## config.mk

```make
export PLATFORM = sky130hd
export DESIGN_NAME = minitest_shr_host
export DESIGN_NICKNAME = d
export VERILOG_FILES = /design/src/rtl/minitest_shr_host.sv
export SDC_FILE = /design/constraint.sdc
export NUM_CORES = 2
export LEC_CHECK = 0
export ABC_CLOCK_PERIOD_IN_PS = 69900
export CAP_MARGIN = 20
export CELL_PAD_IN_SITES_DETAIL_PLACEMENT = 0
export CELL_PAD_IN_SITES_GLOBAL_PLACEMENT = 1
export CORE_ASPECT_RATIO = 1.1
export CORE_MARGIN = 2
export CORE_UTILIZATION = 47
export CTS_BUF_LIST = sky130_fd_sc_hd__clkbuf_8
export DETAILED_ROUTE_END_ITERATION = 8
export GPL_TIMING_DRIVEN = 0
export PLACE_DENSITY_LB_ADDON = 0.1
export SLEW_MARGIN = 15
export SYNTH_ARGS = -nofsm -noshare
export SYNTH_HDL_FRONTEND = slang
export SYNTH_SLANG_ARGS = --single-unit
```

## constraint.sdc

```tcl
create_clock -name clk -period 69.9 [get_ports clk]
set_input_delay 20.97 -clock clk [delete_from_list [all_inputs] [get_ports clk]]
set_output_delay 20.97 -clock clk [all_outputs]
set_load 0.01 [all_outputs]
```

## src/rtl/minitest_shr_host.sv

```systemverilog
// Host-side driver for the serial minitest harness: shifts a stimulus word in, strobes load/capture,
// shifts the ROI result back out. Optional macro DO_SYNC_EN adds a 2-flop synchronizer on do_i.
module minitest_shr_host #(
  parameter int DIN_N  = 256,
  parameter int DOUT_N = 256,
  parameter int SETTLE = 4
) (
  input  logic              clk,
  input  logic              rst,
  input  logic              in_valid,
  output logic              in_ready,
  input  logic [DIN_N-1:0]  in_data,
  output logic              stb,
  output logic              di,
  input  logic              do_i,
  output logic              out_valid,
  input  logic              out_ready,
  output logic [DOUT_N-1:0] out_data,
  output logic              busy,
  output logic [2:0]        state_dbg
);

  localparam int MAX_A = (DIN_N > DOUT_N) ? DIN_N : DOUT_N;
  localparam int MAX_C = (MAX_A > SETTLE) ? MAX_A : SETTLE;
  localparam int CW    = $clog2(MAX_C + 1);

  // Handshakes: a word moves on any posedge where valid && ready are both high.
  // Producers hold valid and data stable until that edge; out_valid drops on it.
  typedef enum logic [2:0] {
    S_IDLE      = 3'd0,
    S_SHIFT_IN  = 3'd1,
    S_LOAD      = 3'd2,
    S_SETTLE    = 3'd3,
    S_CAPTURE   = 3'd4,
    S_SYNC_WAIT = 3'd5,
    S_SHIFT_OUT = 3'd6
  } state_t;

  state_t            state, state_n;
  logic [CW-1:0]     cnt, cnt_n;
  logic [DIN_N-1:0]  tx, tx_n;
  logic [DOUT_N-1:0] rx, rx_n;
  logic [DOUT_N-1:0] out_data_n;
  logic              out_valid_n;
  logic              stb_n, di_n;
  logic              rx_bit;

`ifdef DO_SYNC_EN
  logic [1:0] do_sync;

  always_ff @(posedge clk or posedge rst) begin
    if (rst) do_sync <= '0;
    else     do_sync <= {do_sync[0], do_i};
  end

  assign rx_bit = do_sync[1];
`else
  assign rx_bit = do_i;
`endif

  assign in_ready  = (state == S_IDLE) && !out_valid;
  assign busy      = (state != S_IDLE);
  assign state_dbg = state;

  always_comb begin
    state_n     = state;
    cnt_n       = cnt;
    tx_n        = tx;
    rx_n        = rx;
    stb_n       = 1'b0;
    di_n        = 1'b0;
    out_valid_n = out_valid;
    out_data_n  = out_data;
    if (out_valid && out_ready) out_valid_n = 1'b0;

    case (state)
      S_IDLE: begin
        if (in_valid && in_ready) begin
          tx_n    = in_data;
          di_n    = in_data[DIN_N-1];
          cnt_n   = CW'(DIN_N - 1);
          state_n = S_SHIFT_IN;
        end
      end
      S_SHIFT_IN: begin
        // di is registered, so the next bit is presented one edge ahead of use.
        tx_n = tx << 1;
        if (cnt == '0) begin
          stb_n   = 1'b1;
          state_n = S_LOAD;
        end else begin
          di_n  = tx_n[DIN_N-1];
          cnt_n = cnt - CW'(1);
        end
      end
      S_LOAD: begin
        cnt_n   = CW'(SETTLE - 1);
        state_n = S_SETTLE;
      end
      S_SETTLE: begin
        if (cnt == '0) begin
          stb_n   = 1'b1;
          state_n = S_CAPTURE;
        end else begin
          cnt_n = cnt - CW'(1);
        end
      end
      S_CAPTURE: begin
`ifdef DO_SYNC_EN
        cnt_n   = CW'(1);
        state_n = S_SYNC_WAIT;
`else
        cnt_n   = CW'(DOUT_N - 1);
        state_n = S_SHIFT_OUT;
`endif
      end
      S_SYNC_WAIT: begin
        if (cnt == '0) begin
          cnt_n   = CW'(DOUT_N - 1);
          state_n = S_SHIFT_OUT;
        end else begin
          cnt_n = cnt - CW'(1);
        end
      end
      S_SHIFT_OUT: begin
        rx_n = (rx << 1) | DOUT_N'(rx_bit);
        if (cnt == '0) begin
          out_data_n  = rx_n;
          out_valid_n = 1'b1;
          cnt_n       = '0;
          state_n     = S_IDLE;
        end else begin
          cnt_n = cnt - CW'(1);
        end
      end
      default: begin
        cnt_n   = '0;
        state_n = S_IDLE;
      end
    endcase
  end

  always_ff @(posedge clk or posedge rst) begin
    if (rst) begin
      state     <= S_IDLE;
      cnt       <= '0;
      tx        <= '0;
      rx        <= '0;
      stb       <= 1'b0;
      di        <= 1'b0;
      out_valid <= 1'b0;
      out_data  <= '0;
    end else begin
      state     <= state_n;
      cnt       <= cnt_n;
      tx        <= tx_n;
      rx        <= rx_n;
      stb       <= stb_n;
      di        <= di_n;
      out_valid <= out_valid_n;
      out_data  <= out_data_n;
    end
  end

endmodule

```

==> results.yml <==
finish:
  fin_nets: 3773
  ff_latch_area_um2: 19500
  final_layout_size_suffix_gt1_share_pct: 14.0
  area_growth_pct: 29.0
  fillers: 5476
  multi_input_area_um2: 11200
  final_cells: 4476
  fin_area_um2: 40900
clock_network:
  clock_latency_ps: 760
  cts_tree: "yes"
  path_clk_slew_ps: 60
  numCtsBuffers: 133
  cts_max_path_buffers: 3
  ctsHoldBuffers: 0
  post-cts-setup-buffers: 0
  cts_resized: 0
  htreeDepth: 4
  cts.sinks: 781
  ctsRootBufferMaster: "clkbuf_8"
sta:
  clock-skew-final_ps: 31.7
  setup_viol: 0
  slew-limit-headroom_pct: 37.0
  tightest_slew_ps: 945
  slew_viol_final: 0
  min_period_ps: 23420
  rsz0062_at_grt: "no"
  timing.final.crit_share_pct: 33.5
  tns_ps: 0
  hold-worst-slack_ps: 464
  clock.fmax_mhz: 42.7
  hold_viol: 0
floorplan:
  start_util_pct: 47.6
  io-pin-count: 525
  die_area_um2: 69500
  die_height_um: 276
  fp.dieW_um: 252
  rows: 99
  core_um2: 66500
grt:
  grt_pass1_vias: 23487
  grt_max_degree: 117
  antenna_found_initial: 29
  grt.total_usage_pct: 24.3
  grt_overflow_total: 0
  grt_pass1_wl_um: 131000
logic_synthesis:
  synth_edf_count: 0
  netlist_instances: 2845
  synthFlopType: "dfrtp_1"
  ys_ff_latch: 781
  synth_cell_type_count: 46
  avgSynthCellArea_um2: 11.1
  async_flop_share_pct: 100
  yosysWarnings: 0
  synth_area_um2: 31700
  ys_seq_area_share_pct: 61.7
  synth.net_count: 3107
pwr:
  pwr-share-comb_pct: 16.9
  p_leak_nw: 19.3
  max-vdd-ir-drop_v: 0.0000155
  intPower_uw: 803
  p_per_area_nw_per_um2: 27.8
  netSwitchingFraction_pct: 29.3
  pwr-share-clk_pct: 35.5
  seq_power_share_pct: 47.6
  switching_power_uw: 333
route:
  wire_per_inst_um: 18.6
  dr.pass1.iters: 5
  vias_per_cell: 5.09
  finalWirelength_um: 83400
  initialDrtViolationCount: 1447
  antenna_left: 0
  drc_errors: 0
  num_vias: 22795
critical_path:
  crit_required_ps: 48930
  crit_path_end_kind: "output port"
  cp_max_fo: 9
  critPathKind: "reg2out"
  cp-start-kind: "flip-flop"
  arrival_ps: 2450
hold_path:
  hp-class: "reg2reg"
place:
  port_buffers: 524
  dp_cells: 4234
  place_area_um2: 38200
  gp_congestion: 0.848
  place_hpwl_um: 59600
run_status:
  outcome: "complete, no violations"
job:
  drv_cap: 0
-- layer usage --
metal	vias up	routed length (µm)	global-route usage, %
li1	10746	-	-
met1	11237	34200	30.2
met2	613	39600	38.2
met3	173	6920	9.28
met4	26	2490	9.69
met5	-	177	0
-- synth_stat cells (2+ instances only) --
| cell | instances | area share, % |
|---|---|---|
| o21ai_1 | 107 | 1.7 |
| o21ai_0 | 158 | 2.5 |
| a22oi_1 | 3 | 0.071 |
| a32o_1 | 2 | 0.063 |
| buf_4 | 38 | 0.90 |
| nand3_1 | 5 | 0.079 |
| nor3_1 | 5 | 0.079 |
| nor2_2 | 2 | 0.040 |
| a21oi_1 | 11 | 0.17 |
| inv_1 | 6 | 0.071 |
| buf_6 | 17 | 0.60 |
| o22ai_1 | 3 | 0.059 |
| mux2i_1 | 255 | 8.1 |
| xnor2_1 | 2 | 0.055 |
| buf_1 | 6 | 0.071 |
| a22o_1 | 3 | 0.083 |
| nor2_1 | 12 | 0.14 |
| clkbuf_1 | 98 | 1.2 |
| nand2_1 | 1029 | 12 |
| nor2b_1 | 5 | 0.099 |
| buf_2 | 16 | 0.25 |
| xor2_1 | 2 | 0.055 |
| dfrtp_1 | 781 | 62 |
| mux2_1 | 24 | 0.85 |
| mux2_2 | 232 | 8.2 |
| o211ai_1 | 2 | 0.047 |
| nand2b_1 | 2 | 0.040 |
-- worst max-delay path, cell delays in order, from the launching register on --
cell,delay [ps]
dfrtp_1,370
buf_2,170
or3_4,450
nor2_1,160
clkdlybuf4s50_1,560
-- path summary, 6_finish.rpt --
kind / depth (start not counted) / to / start / slack (ps)
setup / recovery: 4 / in_ready / state_dbg[0] / 46480
hold / removal: 2 / tx[19] / tx[18] / 460
setup reg to reg: 8 / tx[201] / state_dbg[0] / 67130
hold reg to reg: 2 / tx[19] / tx[18] / 460
max in group asynchronous: 6 / rx[115] / rst / 46880
min in group asynchronous: 2 / tx[37] / rst / 20750
-- power groups by stage --
stage | registers, mW | clock network, mW | logic (mW)
2_1_floorplan | 0.541 | 0 | 0.133
3_3_place_gp | 0.547 | 0 | 0.187
3_5_place_dp | 0.549 | 0 | 0.194
4_1_cts | 0.541 | 0.416 | 0.195
5_1_grt | 0.548 | 0.438 | 0.220
6_report | 0.541 | 0.403 | 0.192
-- flip-flops by register name (all words and copies together) (netlist names) --
register,cells
rx,255
out_data,256
out_valid,1
cnt,9
tx,255
di,1
state_dbg,3
stb,1
-- cell usage in the layout, fill, tap and decap left out, drive strengths merged, types with 3 or more instances in the layout --
| master | instances |
|---|---|
| a22oi | 3 |
| clkdlybuf4s50 | 524 |
| mux2 | 256 |
| clkinv | 6 |
| nor3 | 6 |
| a22o | 3 |
| nand2 | 1029 |
| o21ai | 266 |
| nor2b | 5 |
| clkbuf | 268 |
| mux2i | 255 |
| nor2 | 14 |
| diode | 18 |
| o22ai | 3 |
| dfrtp | 781 |
| inv | 50 |
| nand3 | 5 |
| a21oi | 11 |
| buf | 84 |
| clkinvlp | 3 |
-- layout make-up --
type                       instances  area share (%)
antenna                           18           0.110
buffer                           175            2.32
timing repair buffer             531            13.3
multi-input combinational       1883            27.3
tap                              858            2.63
clock inverter                    54           0.680
clock buffer                     170            5.73
inverter                           6          0.0735
sequential                       781            47.8
-- metrics by stage --
step	utilization, %	setup WS, ps	power, mW
6_report	61.4	46480	1.14
4_1_cts	61.3	46370	1.15
3_5_place_dp	57.4	45960	0.743
5_1_grt	61.4	46380	1.21
2_1_floorplan	-	27000	0.674
3_3_place_gp	57.1	18930	0.734
-- cell families (layout without fill, tap and decap cells) --
| family | count (synthesis) | count (layout) | synth area share, % |
|---|---|---|---|
| AOI/OAI and AO/OA | 298 | 298 | 4.92 |
| xor gates and xnor gates | 4 | 4 | 0.111 |
| adders and majority gates | 1 | 1 | 0.0395 |
| buffers and inverters | 181 | 936 | 3.06 |
| DFF | 781 | 781 | 61.7 |
| muxes | 511 | 511 | 17.2 |
| other | 0 | 18 | 0 |
| and+or+nand+nor | 1069 | 1069 | 13.0 |
Power figures use the tool's default switching activity.
